`src/rtl/digit_scan_display.sv`:
```
// ============================================================================
// digit_scan_display : 4-digit multiplexed 7-segment scanner fed by UART digits
// Optional macro DIGIT_LEADING_BLANK_EN blanks never-filled positions.
// Revision: 1.0
// ============================================================================
`default_nettype none

module digit_scan_display #(
  parameter int REFRESH_DIV = 100000,
  parameter int FRESH_TICKS = 1000
) (
  input  logic        clk,
  input  logic        rst,
  input  logic [7:0]  in_byte,
  input  logic        in_valid,
  output logic [6:0]  seg,
  output logic [3:0]  an,
  output logic        dp,
  output logic [15:0] hist
);

  localparam int              CNT_W      = (REFRESH_DIV > 1) ? $clog2(REFRESH_DIV) : 1;
  localparam logic [CNT_W-1:0] CNT_MAX   = CNT_W'(REFRESH_DIV - 1);
  localparam logic [15:0]     FRESH_LOAD = 16'(FRESH_TICKS);

  logic [CNT_W-1:0] slot_cnt;
  logic [1:0]       idx;
  logic [1:0]       next_idx;
  logic [15:0]      fresh;
  logic             tick;
  logic             accept;
  logic             clear_req;
  logic [3:0]       sel_digit;
  logic [6:0]       sel_code;

  assign tick      = (slot_cnt == CNT_MAX);
  assign accept    = in_valid && (in_byte >= 8'h30) && (in_byte <= 8'h39);
  assign clear_req = in_valid && ((in_byte == 8'h43) || (in_byte == 8'h63));
  assign next_idx  = idx + 2'd1;

  function automatic logic [6:0] seg_code(input logic [3:0] d);
    logic [6:0] c;
    case (d)
      4'd0:    c = 7'h40;
      4'd1:    c = 7'h79;
      4'd2:    c = 7'h24;
      4'd3:    c = 7'h30;
      4'd4:    c = 7'h19;
      4'd5:    c = 7'h12;
      4'd6:    c = 7'h02;
      4'd7:    c = 7'h78;
      4'd8:    c = 7'h00;
      4'd9:    c = 7'h10;
      default: c = 7'h7F;
    endcase
    return c;
  endfunction

  always_comb begin
    sel_digit = hist[3:0];
    case (next_idx)
      2'd0: sel_digit = hist[3:0];
      2'd1: sel_digit = hist[7:4];
      2'd2: sel_digit = hist[11:8];
      2'd3: sel_digit = hist[15:12];
      default: sel_digit = hist[3:0];
    endcase
  end

`ifdef DIGIT_LEADING_BLANK_EN
  logic [3:0] mask;

  always_ff @(posedge clk) begin
    if (rst) begin
      mask <= 4'b0000;
    end else if (clear_req) begin
      mask <= 4'b0000;
    end else if (accept) begin
      mask <= {mask[2:0], 1'b1};
    end
  end

  assign sel_code = mask[next_idx] ? seg_code(sel_digit) : 7'h7F;
`else
  assign sel_code = seg_code(sel_digit);
`endif

  // Display registers sample the pre-update history, so a digit accepted on
  // a tick edge only shows up from the following slot onwards.
  always_ff @(posedge clk) begin
    if (rst) begin
      slot_cnt <= '0;
      idx      <= 2'd0;
      an       <= 4'b1110;
      seg      <= 7'h7F;
      dp       <= 1'b1;
      hist     <= 16'h0000;
      fresh    <= 16'h0000;
    end else begin
      slot_cnt <= tick ? '0 : slot_cnt + 1'b1;

      if (tick) begin
        idx <= next_idx;
        an  <= ~(4'b0001 << next_idx);
        seg <= sel_code;
        dp  <= !((next_idx == 2'd0) && (fresh != 16'h0000));
      end

      if (clear_req) begin
        hist  <= 16'h0000;
        fresh <= 16'h0000;
      end else if (accept) begin
        hist  <= {hist[11:0], in_byte[3:0]};
        fresh <= FRESH_LOAD;
      end else if (tick && (fresh != 16'h0000)) begin
        fresh <= fresh - 16'd1;
      end
    end
  end

endmodule

`default_nettype wire

```
`config.mk`:
```
export PLATFORM = sky130hd
export DESIGN_NAME = digit_scan_display
export DESIGN_NICKNAME = d
export VERILOG_FILES = /design/src/rtl/digit_scan_display.sv
export SDC_FILE = /design/constraint.sdc
export NUM_CORES = 1
export LEC_CHECK = 0
export BUFFER_PORTS_ARGS = -buffer_cell sky130_fd_sc_hd__buf_4
export CAP_MARGIN = 25
export CORE_UTILIZATION = 25
export CTS_CLUSTER_SIZE = 20
export DETAILED_ROUTE_END_ITERATION = 8
export GPL_ROUTABILITY_DRIVEN = 0
export PLACE_DENSITY = 0.46
export SLEW_MARGIN = 40
export SYNTH_ARGS = -nofsm -noshare
export SYNTH_HDL_FRONTEND = slang
export SYNTH_SLANG_ARGS = --single-unit
export TNS_END_PERCENT = 20
```
`constraint.sdc`:
```
create_clock -name clk -period 2.4 [get_ports clk]
set_clock_uncertainty 0.15 [all_clocks]
set_input_delay 0.24 -clock clk [delete_from_list [all_inputs] [get_ports clk]]
set_output_delay 0.24 -clock clk [all_outputs]
set_load 0.005 [all_outputs]
```
==> impl_metrics.sql <==
INSERT INTO impl_metrics (metric_group, metric, value, unit) VALUES
('outcome', 'run_status', 'completed', ''),
('route', 'dr_total_vias', '2475', ''),
('logic_synthesis', 'synth-simple-area-share', '24.8', '%'),
('floorplan', 'vertical_die_dimension', '111', 'um'),
('layout', 'area_overhead_vs_synth', '27.2', '%'),
('sta', 'relSlewSlack', '60.9', '%'),
('global_route', 'grt_util_all_layers', '11.6', '%'),
('route', 'drt_iter0_markers', '94', ''),
('logic_synthesis', 'ys_ff_latch', '63', ''),
('placement', 'place_ws', '81.0', 'ps'),
('sta', 'timing.final.setup_violations', '0', ''),
('power_and_ir_drop', 'cellInternalPower', '1.89', 'mW'),
('logic_synthesis', 'asyncSetResetFlopFracSynth', '0', '%'),
('logic_synthesis', 'netlist_area', '2970', 'sq um'),
('placement', 'placement.cell_area', '3440', 'sq um'),
('cts', 'cts_tree', 'built', ''),
('floorplan', 'fp.coreArea', '11500', 'sq um'),
('logic_synthesis', 'yosys_most_used_dff', 'sky130_fd_sc_hd__dfxtp_1', ''),
('floorplan', 'fp.dieArea', '12300', 'sq um'),
('floorplan', 'start_util', '25.9', '%'),
('cts', 'clkLatencyLatePin', '320', 'ps'),
('sta', 'final_min_period_over_clock_period', '94.6', '%'),
('layout', 'antenna_cells', '0', ''),
('cts', 'cts_buffers', '9', ''),
('global_route', 'grt_overflow', '0', ''),
('sta', 'tightestPinTransition', '570', 'ps'),
('power_and_ir_drop', 'netSwitchingPower', '0.537', 'mW'),
('cts', 'total_of_hold_buffers_inserted_after_clock_tree_synthesis', '0', ''),
('layout', 'leading_cell_types_in_the_layout_fill_and_taps_excluded', 'sky130_fd_sc_hd__dfxtp_1 (61), sky130_fd_sc_hd__nor2_1 (57), sky130_fd_sc_hd__buf_4 (50)', ''),
('logic_synthesis', 'synthDistinctLibCells', '51', ''),
('logic_synthesis', 'synth_top_family_by_area', 'simple AND/OR/NAND/NOR gates', ''),
('floorplan', 'floorplan.rows', '39', ''),
('critical_path', 'worstSetupStartpointType', 'flip-flop', ''),
('power_and_ir_drop', 'p_clk_share', '53.2', '%'),
('power_and_ir_drop', 'totalPowerFinal', '2.43', 'mW'),
('layout', 'drive_above_1_share', '22.5', '%'),
('layout', 'layout.filler_cells', '1173', ''),
('placement', 'port_buffers', '38', ''),
('critical_path', 'cp_max_fo', '10', ''),
('run', 'drv_cap', '0', ''),
('logic_synthesis', 'muxShareOfSynthArea', '6.16', '%'),
('global_route', 'antenna_found_initial', '0', ''),
('hold_path', 'min_path_type', 'in2reg', ''),
('critical_path', 'r2r_cells', '5', ''),
('global_route', 'grt_start_max_net_pins', '28', ''),
('logic_synthesis', 'syn_inst', '330', ''),
('sta', 'final.hold.worst_slack', '9.12', 'ps'),
('floorplan', 'num_io_pins', '39', ''),
('power_and_ir_drop', 'power.static_leakage', '1.56', 'nW'),
('cts', 'cts_max_path_buffers', '2', ''),
('logic_synthesis', 'share_of_the_synthesized_netlist_area_taken_by_xor_and_xnor_gates', '6.50', '%'),
('route', 'drc', '0', ''),
('sta', 'timing.final.crit_period', '2270', 'ps'),
('power_and_ir_drop', 'sw_ratio', '22.1', '%'),
('route', 'remaining_antenna_violation_count_after_routing', '0', ''),
('power_and_ir_drop', 'power_density', '644', 'nW/um^2'),
('cts', 'tritoncts_num_sinks', '63', ''),
('layout', 'final_core_utilization', '32.9', '%'),
('critical_path', 'path_class', 'reg2reg', ''),
('power_and_ir_drop', 'share_comb_of_total_power', '3.3', '%'),
('layout', 'multi_input_area', '1610', 'sq um'),
('logic_synthesis', 'number_of_synthesized_flops_with_an_enable_pin', '0', ''),
('logic_synthesis', 'synth_area_in_adders', '4.22', '%'),
('layout', 'most_frequent_standard_cell_in_the_layout_excluding_fill_and_tap_cells', 'sky130_fd_sc_hd__dfxtp_1', ''),
('global_route', 'grt_first_pass_wirelength', '11.6', 'mm'),
('route', 'drt-vias-per-instance', '4.71', ''),
('layout', 'postLayoutCellArea', '3770', 'sq um'),
('sta', 'report.final.slew_viol_count', '0', ''),
('placement', 'place_hpwl', '4.85', 'mm'),
('critical_path', 'worstSetupEndpointType', 'flip-flop', ''),
('layout', 'nNetsFinal', '398', '');
critical path, cell delays in order, from the launching register on:
cell	delay, ps
sky130_fd_sc_hd__dfxtp_1	330
sky130_fd_sc_hd__or4_1	680
sky130_fd_sc_hd__nor4_4	450
sky130_fd_sc_hd__a21oi_1	220
sky130_fd_sc_hd__mux2i_1	160
sky130_fd_sc_hd__and2_1	170
per-stage QoR:
step                cells  setup TNS (ps)
floorplan             330               0
finish                525               0
CTS                   523               0
detailed placement    507               0
global placement      507               0
global route          525           -36.6
flip-flops by register name, indices dropped and copies added (netlist names):
signal    flops
fresh        16
seg           7
hist         16
dp            1
slot_cnt     17
an            4
idx           2
power groups by stage:
stage	logic [mW]	registers [mW]	clock network (mW)
after floorplan	0.0477	1.08	0
after global placement	0.0806	1.08	0
after detailed placement	0.0804	1.08	0
after CTS	0.0813	1.06	1.33
after global routing	0.0904	1.06	1.39
final	0.0807	1.06	1.29
worst paths after layout:
check / startpoint / end / slack (ps)
worst max-delay path: fresh[6]$_SDFFE_PP0P_ / fresh[1]$_SDFFE_PP0P_ / 130
worst max register to register: fresh[6]$_SDFFE_PP0P_ / fresh[1]$_SDFFE_PP0P_ / 130
worst min-delay path: in_byte[0] / hist[0]$_SDFFE_PP0P_ / 9
worst min register to register: an[3]$_SDFFE_PP1P_ / an[3]$_SDFFE_PP1P_ / 310
synth_stat cells (3+ instances only):
| master | instances | area [sq um] |
|---|---|---|
| sky130_fd_sc_hd__nor2_1 | 57 | 214 |
| sky130_fd_sc_hd__nor3_1 | 5 | 25.0 |
| sky130_fd_sc_hd__nand2b_1 | 3 | 18.8 |
| sky130_fd_sc_hd__ha_1 | 10 | 125 |
| sky130_fd_sc_hd__o21ai_0 | 8 | 40.0 |
| sky130_fd_sc_hd__xor2_1 | 13 | 114 |
| sky130_fd_sc_hd__nand3_1 | 5 | 25.0 |
| sky130_fd_sc_hd__mux2i_1 | 16 | 160 |
| sky130_fd_sc_hd__o31ai_1 | 3 | 22.5 |
| sky130_fd_sc_hd__clkbuf_1 | 10 | 37.5 |
| sky130_fd_sc_hd__nand2_1 | 17 | 63.8 |
| sky130_fd_sc_hd__a222oi_1 | 4 | 40.0 |
| sky130_fd_sc_hd__or3_2 | 3 | 22.5 |
| sky130_fd_sc_hd__a21oi_1 | 24 | 120 |
| sky130_fd_sc_hd__a211oi_1 | 5 | 37.5 |
| sky130_fd_sc_hd__inv_1 | 13 | 48.8 |
| sky130_fd_sc_hd__or4_1 | 6 | 45.0 |
| sky130_fd_sc_hd__dfxtp_1 | 63 | 1260 |
| sky130_fd_sc_hd__or3_1 | 5 | 31.3 |
| sky130_fd_sc_hd__nand4_1 | 9 | 56.3 |
| sky130_fd_sc_hd__a31oi_1 | 3 | 18.8 |
| sky130_fd_sc_hd__a211o_1 | 3 | 26.3 |
| sky130_fd_sc_hd__xnor2_1 | 9 | 78.8 |
per-layer routing:
metal | global-route usage, % | vias up | share of wire [%]
met5 | 0 | - | 0
met4 | 4.53 | 0 | 1.2
met3 | 2.90 | 6 | 3.3
met2 | 20.0 | 33 | 49
met1 | 13.9 | 1176 | 47
li1 | - | 1260 | -
cell families (layout without fill, tap and decap cells):
kind of cell	after synthesis	count (layout)
AND/OR/NAND/NOR	134	134
adder cells (fa/ha/maj)	10	10
buffers and inverters	27	79
multiplexers	18	18
flip-flops	63	63
AO/OA/AOI/OAI	56	56
XOR/XNOR	22	22
what timing repair did:
action,in CTS,in global routing
buffers inserted,0,2
resized for setup,0,5
setup endpoints to repair,0,7
final cells by class:
type	instances	share of cell area, %
Clock buffer	9	5.97
Clock inverter	7	1.92
Inverter	13	1.29
Multi-Input combinational cell	240	42.6
Sequential cell	63	33.5
Tap cell	143	4.74
Timing Repair Buffer	50	9.95
Power figures use the tool's default switching activity.
